==> src/rtl/ahb_burst_master.sv <==
// AHB-Lite master that expands single commands into INCR word bursts toward Bridge_Top.
// Commands outside the bridge's APB windows are rejected before anything reaches the bus.
//
// state      | meaning
// S_IDLE     | waiting for a command, bus idle, cmd_ready high
// S_CHECK    | one cycle: range/alignment check of the registered command, bus idle
// S_XFER     | pipelined address/data phases of the burst
// S_ERR_WAIT | second cycle of an ERROR response; address phase already cancelled
module ahb_burst_master #(
    parameter int unsigned MAX_LEN_W = 4,
    parameter logic [31:0] BASE_ADDR = 32'h8000_0000,
    parameter logic [31:0] TOP_ADDR  = 32'h8BFF_FFFC
) (
    input  logic                 clk,
    input  logic                 rst,
    input  logic                 cmd_valid,
    output logic                 cmd_ready,
    input  logic                 cmd_write,
    input  logic [31:0]          cmd_addr,
    input  logic [MAX_LEN_W-1:0] cmd_len,
    input  logic [31:0]          wdata,
    output logic                 wdata_ready,
    output logic                 rdata_valid,
    output logic [31:0]          rdata,
    output logic                 rdata_last,
    output logic                 err_valid,
    output logic [31:0]          err_addr,
    output logic                 busy,
    output logic [31:0]          Haddr,
    output logic [1:0]           Htrans,
    output logic                 Hwrite,
    output logic [31:0]          Hwdata,
    output logic                 Hreadyin,
    input  logic                 Hreadyout,
    input  logic [1:0]           Hresp,
    input  logic [31:0]          Hrdata
);

    localparam logic [1:0] TR_IDLE   = 2'b00;
    localparam logic [1:0] TR_NONSEQ = 2'b10;
    localparam logic [1:0] TR_SEQ    = 2'b11;
    localparam logic [1:0] RESP_ERR  = 2'b01;

    typedef enum logic [1:0] {S_IDLE, S_CHECK, S_XFER, S_ERR_WAIT} state_t;

    state_t               state, state_nxt;
    logic [31:0]          cmd_addr_q;
    logic [MAX_LEN_W-1:0] cmd_len_q;
    logic                 cmd_write_q;
    logic [MAX_LEN_W-1:0] addr_cnt;
    logic [MAX_LEN_W-1:0] data_cnt;
    logic                 dphase_pend;
    logic [31:0]          dphase_addr;
    logic [32:0]          end_addr;
    logic                 reject;
    logic                 addr_acc;
    logic                 data_done;
    logic                 err_hit;

    // Last beat's address, computed one bit wide so a burst cannot wrap past 4 GB and look legal.
    assign end_addr = {1'b0, cmd_addr_q} + {{(31-MAX_LEN_W){1'b0}}, cmd_len_q, 2'b00};
    assign reject   = (cmd_addr_q[1:0] != 2'b00) || (cmd_addr_q < BASE_ADDR) ||
                      (end_addr > {1'b0, TOP_ADDR});

    assign cmd_ready   = (state == S_IDLE);
    assign busy        = (state != S_IDLE);
    assign Hreadyin    = Hreadyout;
    assign wdata_ready = addr_acc && Hwrite;

    always_ff @(posedge clk or negedge rst) begin
        if (!rst) state <= S_IDLE;
        else      state <= state_nxt;
    end

    always_comb begin
        state_nxt = state;
        addr_acc  = 1'b0;
        data_done = 1'b0;
        err_hit   = 1'b0;
        case (state)
            S_IDLE:  if (cmd_valid) state_nxt = S_CHECK;
            S_CHECK: state_nxt = reject ? S_IDLE : S_XFER;
            S_XFER: begin
                addr_acc  = (Htrans != TR_IDLE) && Hreadyout;
                data_done = dphase_pend && Hreadyout;
                err_hit   = dphase_pend && !Hreadyout && (Hresp == RESP_ERR);
                if (err_hit)
                    state_nxt = S_ERR_WAIT;
                else if (data_done && (data_cnt == cmd_len_q))
                    state_nxt = S_IDLE;
            end
            S_ERR_WAIT: if (Hreadyout) state_nxt = S_IDLE;
            default: state_nxt = S_IDLE;
        endcase
    end

    always_ff @(posedge clk or negedge rst) begin
        if (!rst) begin
            cmd_addr_q  <= '0;
            cmd_len_q   <= '0;
            cmd_write_q <= 1'b0;
            addr_cnt    <= '0;
            data_cnt    <= '0;
            dphase_pend <= 1'b0;
            dphase_addr <= '0;
            Haddr       <= '0;
            Htrans      <= TR_IDLE;
            Hwrite      <= 1'b0;
            Hwdata      <= '0;
            rdata       <= '0;
            rdata_valid <= 1'b0;
            rdata_last  <= 1'b0;
            err_valid   <= 1'b0;
            err_addr    <= '0;
        end else begin
            rdata_valid <= 1'b0;
            rdata_last  <= 1'b0;
            err_valid   <= 1'b0;
            case (state)
                S_IDLE: if (cmd_valid) begin
                    cmd_addr_q  <= cmd_addr;
                    cmd_len_q   <= cmd_len;
                    cmd_write_q <= cmd_write;
                end
                S_CHECK: if (reject) begin
                    err_valid <= 1'b1;
                    err_addr  <= cmd_addr_q;
                end else begin
                    Htrans      <= TR_NONSEQ;
                    Haddr       <= cmd_addr_q;
                    Hwrite      <= cmd_write_q;
                    addr_cnt    <= '0;
                    data_cnt    <= '0;
                    dphase_pend <= 1'b0;
                end
                S_XFER: if (err_hit) begin
                    Htrans <= TR_IDLE;
                end else begin
                    if (data_done) begin
                        data_cnt <= data_cnt + 1'b1;
                        if (!Hwrite) begin
                            rdata_valid <= 1'b1;
                            rdata       <= Hrdata;
                            rdata_last  <= (data_cnt == cmd_len_q);
                        end
                    end
                    if (addr_acc) begin
                        dphase_pend <= 1'b1;
                        dphase_addr <= Haddr;
                        addr_cnt    <= addr_cnt + 1'b1;
                        if (Hwrite) Hwdata <= wdata;
                        if (addr_cnt != cmd_len_q) begin
                            Haddr  <= Haddr + 32'd4;
                            // INCR bursts may not cross a 1 KB boundary; restart with NONSEQ.
                            Htrans <= (Haddr[9:0] == 10'h3FC) ? TR_NONSEQ : TR_SEQ;
                        end else begin
                            Htrans <= TR_IDLE;
                        end
                    end else if (data_done) begin
                        dphase_pend <= 1'b0;
                    end
                end
                S_ERR_WAIT: if (Hreadyout) begin
                    err_valid   <= 1'b1;
                    err_addr    <= dphase_addr;
                    dphase_pend <= 1'b0;
                end
                default: ;
            endcase
        end
    end

endmodule

==> config.mk <==
export PLATFORM = sky130hd
export DESIGN_NAME = ahb_burst_master
export DESIGN_NICKNAME = d
export VERILOG_FILES = /design/src/rtl/ahb_burst_master.sv
export SDC_FILE = /design/constraint.sdc
export NUM_CORES = 1
export LEC_CHECK = 0
export ABC_AREA = 1
export BUFFER_PORTS_ARGS = -buffer_cell sky130_fd_sc_hd__buf_2
export CAP_MARGIN = 20
export CORE_MARGIN = 4
export CORE_UTILIZATION = 49
export CTS_CLUSTER_DIAMETER = 30
export CTS_CLUSTER_SIZE = 16
export DETAILED_ROUTE_END_ITERATION = 7
export GPL_TIMING_DRIVEN = 0
export PLACE_DENSITY = 0.87
export SKIP_CTS_REPAIR_TIMING = 1
export SYNTH_ARGS = -nofsm -noshare
export SYNTH_HDL_FRONTEND = slang
export SYNTH_SLANG_ARGS = --single-unit
==> constraint.sdc <==
create_clock -name clk -period 2.35 [get_ports clk]
set_clock_uncertainty 0.1 [all_clocks]
set_input_delay 0.47 -clock clk [delete_from_list [all_inputs] [get_ports clk]]
set_output_delay 0.47 -clock clk [all_outputs]
set_load 0.1 [all_outputs]
Word level (Yosys, flattened, before mapping)
Index checks and enable logic that the tools add are counted.
{ "word_totals": {"reg_bits": 214, "latch_bits": 0, "ramBits": 0, "mem_bits_ro": 0, "input_bits": 107, "output_inout_bits": 138, "elab_cells": 119, "memories": 0} }
{ "op_classes": {"add_sub_neg": 4, "n_mul": 0, "n_div": 0, "n_lt_le_gt_ge": 2, "eq_ne": 18, "shift": 0, "mux": 47, "n_bitwise": 3, "reduce_logical": 28} }
{ "ops": {"columns": ["cell", "n"], "rows": [
  ["$mux 32", 6],
  ["$pmux 32 s2", 2],
  ["$add 32x6->33", 1],
  ["$gt 33x32->1 const B", 1],
  ["$add 32x3->32 const B", 1],
  ["$lt 32x32->1 const B", 1],
  ["$mux 4", 5],
  ["$mux 1", 19],
  ["$mux 2", 9],
  ["$ne 2x2->1 const B", 8],
  ["$pmux 4 s2", 2],
  ["$reduce_and 4->1", 4],
  ["$reduce_and 3->1", 4],
  ["$eq 10x10->1 const B", 1],
  ["$reduce_and 5->1", 2],
  ["$reduce_bool 2->1", 5],
  ["$ne 3x3->1 const B", 3],
  ["$add 4x1->4 const B", 2],
  ["$pmux 2 s4", 1],
  ["$logic_and 1x1->1", 6],
  ["$eq 2x1->1 const B", 2],
  ["$eq 2x2->1 const B", 2],
  ["$eq 4x4->1", 1],
  ["$ne 4x4->1", 1],
  ["other kinds (9)", 13]
]} }

Depth between registers and ports, before layout
Gate-level depths: netlist of the first run.
{ "logic_depth": {"ltp_word": 6, "mapped_depth": 22, "ltp_nobuf": 20} }

Worst setup path before layout of the first run
OpenSTA, ideal clock, no wires.
{ "synth_path": {"path_type": "register -> register", "startpoint": "register state[1]", "endpoint": "register state[0]", "setup_ps": 120, "arrival_time_ps": 3438, "t_required_ps": 2130, "slack_ps": -1308, "stages_incl_launch_ff": 5, "path_buffers": 0, "period_less_slack_ps": 3658, "cell_sequence": "dfrtp_1 nor2_1 inv_1 or2_2 a31o_2"} }
{ "synth_between": {"elab_chain_cells": 3} }
{ "synth_rtl": {"columns": ["item", "line", "text"], "rows": [
  ["start, declared", "46", "state_t state, state_nxt;"],
  ["start signal, assigned", "72", "else state <= state_nxt;"],
  ["$logic_not 2->1 *", null, null],
  ["via cmd_ready", "17", "output logic cmd_ready,"],
  ["$ne 2x2->1 (no line)", null, null],
  ["$reduce_and 3->1 (no line)", null, null]
]} }
The timed path passes the listed nets; every way through them passes the cells marked *.
A chain may end at the register's enable or synchronous reset.

Worst setup path after layout of the first run
{ "layout_path": {"startpoint": "register cmd_len_q[0]", "endpoint": "register err_addr[29]"} }
{ "layout_between": {"elab_chain_cells": 5} }
{ "layout_rtl": {"columns": ["item", "line", "text"], "rows": [
  ["start, declared", "48", "logic [MAX_LEN_W-1:0] cmd_len_q;"],
  ["start signal, assigned", "122", "cmd_len_q <= cmd_len;"],
  ["$add 32x6->33", "61", "assign end_addr = {1'b0, cmd_addr_q} + {{(31-MAX_LEN_W){1'b0}}, cmd_len_q, 2'b00};"],
  ["$gt 33x32->1", "63", "(end_addr > {1'b0, TOP_ADDR});"],
  ["$logic_or 1x1->1", "62", "assign reject = (cmd_addr_q[1:0] != 2'b00) || (cmd_addr_q < BASE_ADDR) ||"],
  ["$ne 2x2->1 (no line)", null, null],
  ["$reduce_and 3->1 (no line)", null, null],
  ["end signal, assigned", "127", "err_addr <= cmd_addr_q;"],
  ["end signal, assigned", "165", "err_addr <= dphase_addr;"],
  ["end, declared", "27", "output logic [31:0] err_addr,"]
]} }
Every way passes these cells.

==> results of run 1 <==
## layout by cell type (no fill, tap or decap), types with 3 or more instances in the layout
cell,Yosys,routed
buf_6,4,4
clkinv_4,0,4
nand3_1,61,59
mux2_2,17,17
mux2i_1,9,9
dfrtp_1,214,198
nand2_8,0,3
bufinv_16,0,4
nor4_1,4,4
inv_6,0,9
clkbuf_8,0,5
nand4_1,16,16
o21ai_1,13,17
clkbuf_1,34,35
buf_2,12,247
nor2_2,2,4
nor2_4,0,5
clkinv_2,0,5
or2_2,5,5
a31oi_1,3,3
clkbuf_16,0,44
dfrtp_4,0,4
xor2_1,30,30
dfrtp_2,0,12
ha_1,7,6
buf_4,1,12
xnor2_1,5,5
nand2_2,1,23
a21oi_1,33,33
nor2_1,100,93
o21ai_2,7,13
inv_2,2,5
nor3_1,18,18
nand2_4,2,6
inv_1,83,80
clkinvlp_4,0,6
nand2_1,509,481
buf_8,0,9
o21ai_0,76,66
## routing by layer
metal | track usage [%] | vias to the layer above | part of all wire [%]
li1 | - | 4682 | -
met1 | 34.6 | 4888 | 37
met2 | 45.7 | 650 | 48
met3 | 6.02 | 129 | 9.8
met4 | 13.6 | 0 | 5.4
met5 | 0 | - | 0
## worst paths after layout
kind                              startpoint             end  slack (ps)  cells after the start
worst min register to register     Hwdata[9]       Hwdata[9]         360                      2
min in group asynchronous                rst  cmd_addr_q[19]         450                      2
worst max register to register  cmd_len_q[0]    err_addr[29]        -490                     20
max in group asynchronous                rst       Htrans[0]         560                      3
worst max-delay path            cmd_len_q[0]    err_addr[29]        -490                     20
worst min-delay path               wdata[27]      Hwdata[27]          50                      3
## registers in the layout, indices dropped and copies added, names as in the netlist, 2 cells and up
register,count
state,2
err_addr,32
dphase_addr,32
data_cnt,4
Haddr,32
cmd_addr_q,32
rdata,32
Htrans,2
Hwdata,32
addr_cnt,4
cmd_len_q,4
## final cells by class
class	count	area [µm²]	area share, %
Clock buffer	49	1150	8.32
Timing Repair Buffer	260	1420	10.3
Sequential cell	214	5390	39.0
Buffer	52	307	2.22
Multi-Input combinational cell	927	4570	33.1
Inverter	87	330	2.39
Tap cell	270	338	2.45
Clock inverter	28	308	2.23
## tightest hold or removal path: stages
cell     delay (ps)
buf_2            80
nand2_1          40
nand2_1          50
## metrics by stage
stage	hold WS (ps)	setup slack (ps)	TNS (ps)	area [µm²]	cells
finish	53.5	-490	-28050	13800	1887
global placement	351	-3600	-662740	11900	1794
detailed placement	353	-745	-46420	11900	1795
floorplan	74.4	-144	-4200	10300	1280
global route	47.8	-577	-36770	13800	1887
CTS	-82.2	-1230	-52450	13400	1872
## kinds of logic after synthesis
logic type,count (synthesis),share of synthesized area [%]
AOI/OAI and AO/OA,136,7.09
xor gates and xnor gates,35,2.99
adders and majority gates,8,1.05
buffers and inverters,140,5.60
DFF,214,52.2
muxes,26,2.75
and+or+nand+nor,721,28.3
==> metrics.txt, run 1 <==
largest net degree at the start of global routing=116; Worst Path Buf+Inv=5; full die area=0.0233 mm²; first-pass GRT wire length=just over 50 mm; Antenna diodes=0; Synth top cells by count=nand2_1, dfrtp_1, nor2_1, inv_1, o21ai_0; vias in the first global route=9915; Post-Syn Area=0.0103 mm²; Most used DFF post-synth=dfrtp_1; Area Growth Syn to Fin=34.6%; drt wl/cell=18.3 µm; crit end category=register; Port Buf Inserts=approximately 240; most frequent cell after synthesis=nand2_1; Crit path max-delay family=simple AND/OR/NAND/NOR gates; CP required=2700 ps; DRT Pass-1 Iters=8; clock tree buffer depth=3; worst setup path category=reg2reg; Core Region=around 0.020 mm²; routed via count=10.3k; Yosys top cell area share=52.2%; row cnt=52; DRC=0; Slew headroom=40.7%; CP arrival=3190 ps; Finished Core Util=67.6%; ratio of final minimum period to clock period=121%; failing checks=negative setup slack; hold crit path type=in2reg; detailed router's first-iteration violation count=1063; Mapped Avg Cell Area=about 8 µm²; Max-cap violations=0; final hold vios=0; initial antenna violation count=0; # IOs=around 250; Critical Path Fanout Max=10; crit-path cells=ha_4, inv_2, fa_2, inv_2, nand2_2, nand2_4, nand2_2, nor2_2, nand2_1, nand2_1, nand2_1, inv_2, nand2_2, a21boi_2, nand3_4, buf_12, nand2_8, buf_8, nand3_1, nand2_1; vias per cell=5.48; fraction of layout cells with a size suffix above 1=between 20% and 30%; slowest cell on the critical path=dfrtp_2; CTS tree=done; CTS Buf Count=42; ys async rst share=100%; number of synthesized flops with an enable pin=0; slack of the critical path=-490 ps; sequential share of the synthesized area=52.2%; outcome=complete, but fails checks; Net Count, Synth=1395; max-slew violation count=0; GRT overflow=0; Reg clk slew, reported paths=50 ps; Synth Register Bits=214; Initial Utilization=50.2%; min Tclk post-route=2840 ps; Placer Congestion=0.962; CP startpoint kind=register; clk root buf=clkbuf_16; Worst-Margin Slew=about 900 ps; Worst path most repeated cell=nand2_1; Synth area leaders=dfrtp_1, nand2_1, o21ai_0, nor2_1, inv_1; Synth warnings=0; H-tree depth=2; count of different cell masters after synthesis=36; upper clock frequency limit=~350 MHz; Setup-failing EPs final=79; Final #Nets=1699; Post-Syn Instances=approximately 1.3k; clock latency on the worst-skew pair=530 ps; top cell type by total area after synthesis=dfrtp_1; Die Y-Extent=153 µm; DP Wirelength=23.9 mm; number of routed nets with antenna violations=0; GR Util All Layers=between 20% and 30%; Post-Route WL=34.5 mm; Largest stage delay, worst path=approximately 400 ps; clk sink count=214; DIE WIDTH=between 150 and 200 µm; # fillers=1529; RSZ-0062 raised after global routing=yes
Power of run 1 is not shown: default switching activity piles up to over one toggle a cycle in this logic, so the estimate is an artifact.
==> run 2, diff against run 1 <==
- ABC_AREA: 1 -> unset
- CORE_ASPECT_RATIO: unset -> 1.75
- CORE_MARGIN: 4 -> 5
- CORE_UTILIZATION: 49 -> 48
- PLACE_DENSITY: 0.87 -> 0.86
==> run 2 against run 1 <==
Compared with the run above:
- the flow finishes with violations (negative hold slack, negative setup slack)
- setup slack lost 260 ps
- first-iteration DRC count decreased by 17%
- flip-flop and latch count unchanged
- non-clock buffer count up 11
- via count down 16%
- sequential share of layout area rose by 1.3 points
- wire length decreased by 8.5%
- synthesized cell count shrank 31%
- largest cell class unchanged
==> metrics.txt, run 2 <==
outcome=complete, but fails checks; failing checks=negative hold slack, negative setup slack; Synth Register Bits=214 (unchanged); Net Count, Synth=995 (-29%); Slew headroom=37.6% (-3.1 points); crit-path cells=inv_1, fa_2, nand2b_4, o2bb2ai_2, nor4b_2, o31ai_2, a31o_2, a21oi_4, buf_6, buf_8, mux2_2; DRT Pass-1 Iters=8 (unchanged); Placer Congestion=0.968 (+0.61%); routed via count=8707 (-16%); Post-Syn Instances=880 (-31%); clock tree buffer depth=3 (unchanged); first-pass GRT wire length=46.9 mm (-9.8%); DIE WIDTH=118 µm (-22%); Post-Syn Area=0.00989 mm² (-3.6%); Worst-Margin Slew=929 ps (+39.1 ps); Yosys top cell area share=54.2% (+1.9 points); clk sink count=214 (unchanged); crit end category=register; fraction of layout cells with a size suffix above 1=50.0% (+22 points); clk root buf=clkbuf_16; sequential share of the synthesized area=54.2% (+1.9 points); # fillers=1437 (-6.0%); Largest stage delay, worst path=430 ps (+30 ps); DP Wirelength=21.9 mm (-8.3%); Placed Cells=1373 (-24%); CP required=2680 ps (-20 ps); Area Growth Syn to Fin=34.8%; worst setup path category=reg2reg; commonest non-fill, non-tap cells in the layout=buf_2, dfrtp_1, mux2_2, nand2_1, a21oi_1; upper clock frequency limit=323 MHz (-8.3%); top cell type by total area after synthesis=dfrtp_1; largest net degree at the start of global routing=121 (+4.3%); slowest cell on the critical path=dfrtp_1; Post-Route WL=31.6 mm (-8.5%); Mapped Avg Cell Area=11.2 µm² (+40%); count of different cell masters after synthesis=56 (+56%); Finished Core Util=65.7% (-1.8 points); hold slack=-97.4 ps (-151 ps); hold crit path type=in2async; CTS tree=done; Synth warnings=0 (unchanged); CP startpoint kind=register; DRC=0 (unchanged); RSZ-0062 raised after global routing=yes; CP arrival=3430 ps (+240 ps); Final #Nets=1292 (-24%); ys async rst share=100% (unchanged); CTS Buf Count=30 (-29%); Port Buf Inserts=244 (unchanged); # IOs=245 (unchanged); clock latency on the worst-skew pair=560 ps (+30 ps); RR Startpoint=cmd_addr_q[3]; Sum Neg Setup Slack=-55780 ps (-27730 ps); vias per cell=6.02 (+9.7%); slack of the critical path=-748 ps (-258 ps); Synth top cells by count=dfrtp_1, mux2_2, nand2_1, a21oi_1, o21ai_0; Layout Cells excl Fill=1447 (-23%); most common cell after layout, fill and taps aside=buf_2; vias in the first global route=9001 (-9.2%); min Tclk post-route=3100 ps (+258 ps); final hold vios=119 (+119); Die Y-Extent=200 µm (+31%); number of routed nets with antenna violations=0 (unchanged); H-tree depth=1 (-1); Critical Path Fanout Max=10 (unchanged); Antenna diodes=0 (unchanged); initial antenna violation count=0 (unchanged); crit path launch=cmd_addr_q[3]; row cnt=69 (+33%); Initial Utilization=48.7% (-1.5 points); Most used DFF post-synth=dfrtp_1; detailed router's first-iteration violation count=882 (-17%); Max-cap violations=0 (unchanged); most frequent cell after synthesis=dfrtp_1; dpl ws=-945 ps (-200 ps); GR Util All Layers=24.4% (-3.3 points); ratio of final minimum period to clock period=132% (+11 points); Setup-failing EPs final=109 (+38%); full die area=0.0237 mm² (+1.6%); Core Region=0.0203 mm² (-0.69%); drt wl/cell=21.8 µm (+19%); Synth area leaders=dfrtp_1, mux2_2, nand2_1, a21oi_1, o21ai_0; GRT overflow=0 (unchanged); Reg clk slew, reported paths=60 ps (about the same); max-slew violation count=0 (unchanged); number of synthesized flops with an enable pin=0 (unchanged)
## run 2: changes by cell type after synthesis, moves of 13 or more
cell / change
a21oi_1: +21
inv_1: -68
mux2_2: +147
nand2_1: -386
nand3_1: -26
nor2_1: -78
nor4_1: +18
o21ai_0: -34
o21ai_1: -13
xor2_1: -25
## run 2: path summary, 6_finish.rpt
path	to	slack, ps	cells after the start
max	err_addr[25]	-750	11
min	err_addr[10]	-100	1
max reg2reg	err_addr[25]	-750	11
min reg2reg	dphase_addr[21]	370	2
max in group asynchronous	dphase_addr[26]	1200	2
min in group clk	cmd_len_q[1]	40	3
## run 2: cell type report
| class | instances | area [µm²] | share of cell area [%] |
|---|---|---|---|
| sequential | 214 | 5380 | 40.3 |
| multi-input combinational | 593 | 4700 | 35.2 |
| timing repair buffer | 267 | 1500 | 11.2 |
| clock buffer | 36 | 815 | 6.11 |
| buffer | 56 | 368 | 2.76 |
| tap | 248 | 310 | 2.33 |
| clock inverter | 18 | 205 | 1.54 |
| inverter | 15 | 60.1 | 0.451 |
## run 2: worst max-delay path: cells and delay by family, from the launching register on
family	cells	cell delay, ps
compound gates	4	730
mux	1	340
buf+inv	3	470
simple gates	2	500
fa+ha+maj	1	420
flops	1	430
## run 2: logic make-up (layout without fill, tap and decap cells)
group | count (synthesis) | count (layout) | synth area share (%)
AOI/OAI and AO/OA | 137 | 137 | 8.16
xor gates and xnor gates | 10 | 10 | 0.886
adders and majority gates | 8 | 8 | 1.09
buffers and inverters | 73 | 392 | 3.14
DFF | 214 | 214 | 54.2
muxes | 165 | 165 | 18.8
and+or+nand+nor | 273 | 273 | 13.7
## run 2: metrics by stage
| step | hold WS [ps] | cell area [µm²] |
|---|---|---|
| floorplan | 74.4 | 10100 |
| global placement | 355 | 11700 |
| detailed placement | 363 | 11700 |
| CTS | -49.4 | 12700 |
| global route | 6.92 | 13300 |
| finish | -97.4 | 13300 |
## run 2: metal layers
layer	wire length [µm]	track usage [%]	share of wire (%)
met2	16500	44.9	52
met5	0	0	0
met4	2490	16.2	7.9
met1	10000	24.8	32
met3	2610	4.99	8.3
Power of run 2 is left out for the same reason.
==> run 3, diff against run 2 <==
- CORE_MARGIN: 5 -> 4
==> run 3 against run 2 <==
Compared with the run above:
- wire length fell by 3.5%
- global-route usage rose by 1.4 points
- non-clock buffer count fell by 7
- largest cell class unchanged
- the run ends with negative setup slack left
- first-iteration DRC count fell by 7.6%
- critical path depth rose by 1
- fmax rose by 1.1%
- die area fell by 2.7%
- critical path type unchanged
- flip-flop and latch count did not move
==> metrics.txt, run 3 (synthesis gave the netlist of run 2 again) <==
Die Y-Extent=198 µm (-1.0%); CP Capture Point=err_addr[14]; clk root buf=clkbuf_16; Core Region=0.0203 mm² (unchanged); GRT overflow=0 (unchanged); Reg clk slew, reported paths=60 ps (about the same); upper clock frequency limit=326 MHz (+1.1%); first-pass GRT wire length=46.7 mm (-0.28%); slack of the critical path=-715 ps (+32.9 ps); DP Wirelength=21.5 mm (-1.8%); CP arrival=3380 ps (-50 ps); hold crit path type=in2reg; Worst Hold Path Cells=3; dpl ws=-954 ps (-9.28 ps); Placer Congestion=0.949 (-2.0%); vias per cell=5.93 (-1.5%); initial antenna violation count=0 (unchanged); failing checks=negative setup slack; clock tree buffer depth=3 (unchanged); detailed router's first-iteration violation count=815 (-7.6%); row cnt=69 (unchanged); worst setup path category=reg2reg; DRC=0 (unchanged); CP startpoint kind=register; Worst-Margin Slew=901 ps (-27.7 ps); clock latency on the worst-skew pair=550 ps (about the same); ratio of final minimum period to clock period=130% (-1.4 points); routed via count=8554 (-1.8%); RR Startpoint=cmd_addr_q[2]; # IOs=245 (unchanged); Slew headroom=39.4% (+1.9 points); min Tclk post-route=3070 ps (-32.9 ps); Initial Utilization=48.7% (unchanged); clk sink count=214 (unchanged); number of routed nets with antenna violations=0 (unchanged); vias in the first global route=9010 (+0.10%); H-tree depth=1 (unchanged); RSZ-0062 raised after global routing=yes; Final #Nets=1286 (-0.46%); Max-cap violations=0 (unchanged); Sum Neg Setup Slack=-51700 ps (+4070 ps); DIE WIDTH=116 µm (-1.7%); worst reg-to-reg setup slack=-720 ps (+30 ps); largest net degree at the start of global routing=114 (-5.8%); crit path launch=cmd_addr_q[2]; final hold vios=0 (-100%); Antenna diodes=0 (unchanged); Crit Reg-Reg Endpoint=err_addr[14]; crit end category=register; outcome=complete, but fails checks; met1 Use GR=26.9% (+2.1 points); Critical Path Fanout Max=10 (unchanged); CP required=2670 ps (about the same); met2 usage=45.7% (+0.84 points); r2r worst-path depth=12 (+1); gr busiest metal=met2; Post-Route WL=30.5 mm (-3.5%); fraction of layout cells with a size suffix above 1=48.3% (-1.8 points); DRT Pass-1 Iters=6 (-2); GR Util All Layers=25.8% (+1.4 points); commonest non-fill, non-tap cells in the layout=buf_2, dfrtp_1, mux2_2, nand2_1, a21oi_1; max-slew violation count=0 (unchanged); most common cell after layout, fill and taps aside=buf_2; drt wl/cell=21.1 µm (-3.2%); hold slack=32.7 ps (+130 ps); Finished Core Util=65.2% (-0.52 points); CTS Buf Count=31 (+3.3%); full die area=0.0230 mm² (-2.7%); Area Growth Syn to Fin=33.8%; Setup-failing EPs final=108 (-0.92%); Port Buf Inserts=244 (unchanged); CTS tree=done; met3 GRT Util=5.44% (+0.45 points)
-- run 3: cell count changes in the layout (fill, tap and decap cells not counted), sizes merged --
cell	before	now
buf	286	273
clkbuf	73	78
clkinvlp	2	6
dlygate4sd3	0	1
inv	22	21
-- run 3: cell type report --
type                            instances  area, µm²
Timing Repair Buffer                  260       1450
Tap cell                              248        310
Sequential cell                       214       5380
Clock buffer                           36        835
Multi-Input combinational cell        593       4600
Fill cell                            1504       7060
Clock inverter                         21        224
Buffer                                 56        365
Inverter                               15       60.1
-- run 3: worst min path at each step --
stage	from	to	slack, ps
4_1_cts	rst	Hwdata[25]	-120
6_report	cmd_len[1]	cmd_len_q[1]	30
3_5_place_dp	dphase_addr[0]	dphase_addr[0]	360
5_1_grt	Hrdata[18]	rdata[18]	40
3_3_place_gp	dphase_addr[12]	dphase_addr[12]	350
2_1_floorplan	rst	Haddr[0]	70
-- run 3: through the flow --
step,cells,cell area [µm²]
CTS,1430,12700
detailed placement,1373,11700
finish,1443,13200
global route,1443,13200
floorplan,880,10100
global placement,1372,11700
-- run 3: critical path, stage by stage (launching register included) --
cell and delay [ps]:
dfrtp_2 460, ha_4 200, inv_2 60, fa_2 210, nand4bb_1 120, nor4b_1 370, a21oi_1 80, o21ba_2 260
a31o_2 280, a21oi_4 150, buf_12 160, buf_12 140, mux2_2 330
-- run 3: per-layer routing --
layer | vias up | wire, µm
li1 | 3751 | -
met1 | 4138 | 9820
met2 | 508 | 16100
met3 | 157 | 2410
met4 | 0 | 2160
met5 | - | 0
Power of run 3 is left out for the same reason.
